`src/rtl/mac4b_acc.sv`:
```
// Multiply-accumulate stage: a 4x4 multiplier feeds an accumulator that sums
// LEN products per frame and hands each frame sum downstream over valid/ready.

module mul4b (
  input  logic [3:0] a,
  input  logic [3:0] b,
  output logic [7:0] p
);
  assign p = a * b;
endmodule

module mac4b_acc #(
  parameter int LEN  = 4,
  parameter int ACCW = 10,
  parameter int CNTW = 3
) (
  input  logic            clk,
  input  logic            rst,
  input  logic            in_valid,
  output logic            in_ready,
  input  logic [3:0]      ina,
  input  logic [3:0]      inb,
  output logic            out_valid,
  input  logic            out_ready,
  output logic [ACCW-1:0] sum,
  output logic            ovf
);

  typedef enum logic {ACC, DONE} state_t;

  localparam logic [CNTW-1:0] CNT_LAST = CNTW'(LEN - 1);

  state_t          state, next_state;
  logic [7:0]      prod;
  logic [ACCW:0]   prod_ext;
  logic [ACCW:0]   add;
  logic [ACCW-1:0] acc;
  logic [CNTW-1:0] cnt;
  logic            ovf_r;
  logic            transfer;
  logic            last;

  mul4b u_mul (
    .a (ina),
    .b (inb),
    .p (prod)
  );

  // The extra top bit of the sum is the carry-out that feeds the sticky overflow.
  assign prod_ext = {{(ACCW + 1 - 8){1'b0}}, prod};
  assign add      = {1'b0, acc} + prod_ext;
  assign transfer = in_valid && in_ready;
  assign last     = (cnt == CNT_LAST);

  always_ff @(posedge clk) begin
    if (rst) state <= ACC;
    else     state <= next_state;
  end

  always_comb begin
    next_state = state;
    in_ready   = 1'b0;
    out_valid  = 1'b0;
    case (state)
      ACC: begin
        in_ready = 1'b1;
        if (in_valid && last) next_state = DONE;
      end
      DONE: begin
        out_valid = 1'b1;
        if (out_ready) next_state = ACC;
      end
      default: next_state = ACC;
    endcase
  end

  always_ff @(posedge clk) begin
    if (rst) begin
      acc   <= '0;
      cnt   <= '0;
      ovf_r <= 1'b0;
      sum   <= '0;
      ovf   <= 1'b0;
    end else if (transfer) begin
      if (last) begin
        sum   <= add[ACCW-1:0];
        ovf   <= ovf_r | add[ACCW];
        acc   <= '0;
        cnt   <= '0;
        ovf_r <= 1'b0;
      end else begin
        acc   <= add[ACCW-1:0];
        cnt   <= cnt + 1'b1;
        ovf_r <= ovf_r | add[ACCW];
      end
    end
  end

endmodule
```
`config.mk`:
```
export PLATFORM = sky130hd
export DESIGN_NAME = mac4b_acc
export DESIGN_NICKNAME = d
export VERILOG_FILES = /design/src/rtl/mac4b_acc.sv
export SDC_FILE = /design/constraint.sdc
export NUM_CORES = 1
export LEC_CHECK = 0
export BUFFER_PORTS_ARGS = -buffer_cell sky130_fd_sc_hd__buf_2
export CAP_MARGIN = 20
export CORE_UTILIZATION = 42
export CTS_CLUSTER_DIAMETER = 150
export CTS_CLUSTER_SIZE = 28
export DETAILED_ROUTE_END_ITERATION = 16
export PLACE_DENSITY = 0.67
export SLEW_MARGIN = 5
export SYNTH_ARGS = -nofsm -noshare
export SYNTH_HDL_FRONTEND = slang
export SYNTH_SLANG_ARGS = --single-unit
```
`constraint.sdc`:
```
create_clock -name clk -period 4.4 [get_ports clk]
set_clock_uncertainty 0.05 [all_clocks]
set_input_delay 0.88 -clock clk [delete_from_list [all_inputs] [get_ports clk]]
set_output_delay 0.88 -clock clk [all_outputs]
set_load 0.02 [all_outputs]
```
==> results.json <==
{
  "status": "completed",
  "grt_usage_pct": 16.6,
  "antenna_cells": 0,
  "power.share.clock_pct": 26.1,
  "first_pass_iters": 4,
  "die_area_um2": 4910,
  "drv_cap": 0,
  "grt_antenna_before_repair": 0,
  "chipWidth_um": 70.1,
  "timing.final.ws_setup_ns": 0.533,
  "dp_slack_ns": 0.228,
  "io_pins": 25,
  "synthArstFlopShare_pct": 0,
  "synth-seq-cells": 26,
  "hold_path_class": "flop to flop",
  "synth_area_um2": 1950,
  "fmax_ghz": 0.259,
  "placed_cell_area_um2": 2090,
  "gr-total-overflow": 0,
  "synth_top_area_share_pct": 26.8,
  "root_buffer": "clkbuf_8",
  "seq_power_share_pct": 34.5,
  "syn_nets": 262,
  "vias_per_cell": 5.51,
  "yosys-top-cells-area": "dfxtp_1, ha_1, fa_1",
  "r2r_setup_slack_ns": 1.91,
  "fin_crit_sh_pct": 87.9,
  "final_nets": 284,
  "seq_area_um2": 520,
  "die-height_um": 70.1,
  "final-setup-viol-count": 0,
  "wl_per_cell_um": 13.6,
  "ys_types": 52,
  "p_total_w": 0.000766,
  "synthFlopType": "dfxtp_1",
  "detail-route-antenna-nets": 0,
  "path_clk_slew_ns": 0.10,
  "end_kind": "flop",
  "postSynthAreaPerCell_um2": 8.76,
  "clk_latency_ns": 0.27,
  "yosysSeqAreaShare_pct": 26.8,
  "routed_wl_um": 4010,
  "post_cts_buffers": 0,
  "crit_path_start": "inb[3]",
  "swShare_pct": 34.9,
  "numCtsBuffers": 3,
  "start_kind": "input port",
  "initial_core_util_pct": 44.1,
  "path_max_fanout": 5,
  "synth_edf_count": 0,
  "setup_tns_ns": 0,
  "maxSlewViolCount": 0,
  "coreArea_um2": 4410,
  "p_comb_share_pct": 39.4,
  "grt_max_degree": 28,
  "synth.largest_area_cell": "dfxtp_1",
  "p_sw_w": 0.000267,
  "hpwl_um": 3120,
  "synth_top_cells_by_count": "dfxtp_1, inv_1, nand2_1",
  "reg2reg_depth": 8,
  "final_layout_size_suffix_gt1_share_pct": 15.6,
  "final_core_util_pct": 48.9,
  "num-fill-cells": 435,
  "clock_sinks": 26,
  "powerDensity_nw_per_um2": 355,
  "yosys_warnings": 0,
  "hold_viol": 0,
  "cts_buffer_depth": 2,
  "cts_resized": 0,
  "area_growth_pct": 11.0,
  "drc": 0,
  "leakagePower_nw": 0.985,
  "rsz0062_at_grt": "no",
  "grt_pass1_wl_um": 6670,
  "crit_path_end": "sum[7]",
  "h-tree-depth": 1,
  "gp_congestion": 0.742,
  "worst_slew_pin_slew_ns": 0.551,
  "portBuffers": 24,
  "period_minus_slack_ns": 3.87,
  "rows": 24,
  "worstPathArrival_ns": 4.01,
  "peakVddDrop_uv": 146,
  "vias": 1624,
  "worstReg2RegStart": "acc[5]",
  "hold_buffers": 0,
  "cts_tree": "built",
  "drt_iter0_drc": 63,
  "multi_input_area_um2": 1280,
  "synth_cells": 222,
  "grt_pass1_vias": 1503,
  "relSlewSlack_pct": 62.9,
  "worst-setup-path-type": "input port to flop",
  "required_ns": 4.55,
  "r2r_end": "acc[8]",
  "p_int_w": 0.000499,
  "fin_area_um2": 2160
}
-- state kept, by name (all words and copies together), names as in the netlist --
register	count
acc	10
cnt	3
ovf	1
ovf_r	1
state	1
sum	10
-- cells in the final DEF, fill, tap and decap left out, types with 2 or more instances in the layout --
master / instances
clkbuf_8: 3
dfxtp_1: 26
inv_1: 26
a21o_1: 3
nor2_1: 10
a22oi_1: 4
ha_1: 19
fa_1: 9
nor2b_1: 3
a211o_1: 3
a21oi_2: 2
o311ai_0: 2
and2_1: 13
buf_2: 24
o211ai_1: 5
a31oi_1: 2
o21ai_0: 4
nand3_1: 8
nand2_1: 23
or3_1: 4
nor3_1: 4
a21oi_1: 14
nand4_1: 2
-- worst max-delay path: stages --
cell and delay, ns:
buf_2 0.10, nand2_1 0.09, fa_1 0.52, fa_1 0.51, fa_1 0.52, inv_1 0.04
ha_1 0.36, a211o_1 0.39, a2111oi_4 0.32, nor3_1 0.12, o31ai_2 0.17
-- per-stage QoR --
stage	std cells	hold WS, ns
after global routing	295	0.438
after global placement	291	0.394
final	295	0.405
after floorplan	222	0.390
after detailed placement	291	0.395
after CTS	295	0.409
-- area by class of cell --
cell class	instances	area share [%]
clock buffers	3	1.91
multi-input cells	162	59.2
flip-flops and latches	26	24.1
inverters	26	4.52
well taps	52	3.01
clock inverters	1	1.39
repair buffers	25	5.91
-- routing by layer --
layer | wire length [µm] | global-route usage [%] | vias to the layer above
met3 | 122 | 3.17 | 4
li1 | - | - | 818
met4 | 35 | 2.89 | 0
met5 | 0 | 0 | -
met1 | 1890 | 22.0 | 776
met2 | 1970 | 28.4 | 26
-- cells by family (layout without fill, tap and decap cells) --
| family | after synthesis | count (layout) | share of synthesized area (%) |
|---|---|---|---|
| simple gates | 80 | 80 | 22.6 |
| buf+inv | 34 | 55 | 7.59 |
| fa+ha+maj | 28 | 28 | 21.5 |
| compound gates | 51 | 51 | 20.2 |
| flops | 26 | 26 | 26.8 |
| xor+xnor | 2 | 2 | 0.900 |
| mux | 1 | 1 | 0.514 |
-- how the worst min path moves through the flow --
stage / start / cells past startpoint / to
3_3_place_gp: sum[0] / 2 / sum[0]
6_report: sum[0] / 2 / sum[0]
5_1_grt: sum[1] / 2 / sum[1]
2_1_floorplan: cnt[1] / 2 / cnt[1]
3_5_place_dp: sum[0] / 2 / sum[0]
4_1_cts: sum[0] / 2 / sum[0]
-- power groups by stage --
stage | registers [W] | clock network (W) | logic [W]
2_1_floorplan | 0.000269 | 0 | 0.000243
3_3_place_gp | 0.000269 | 0 | 0.000295
3_5_place_dp | 0.000270 | 0 | 0.000303
4_1_cts | 0.000265 | 0.000205 | 0.000304
5_1_grt | 0.000267 | 0.000213 | 0.000342
6_report | 0.000264 | 0.000200 | 0.000302
No activity file was read; power rests on OpenSTA's default activity.
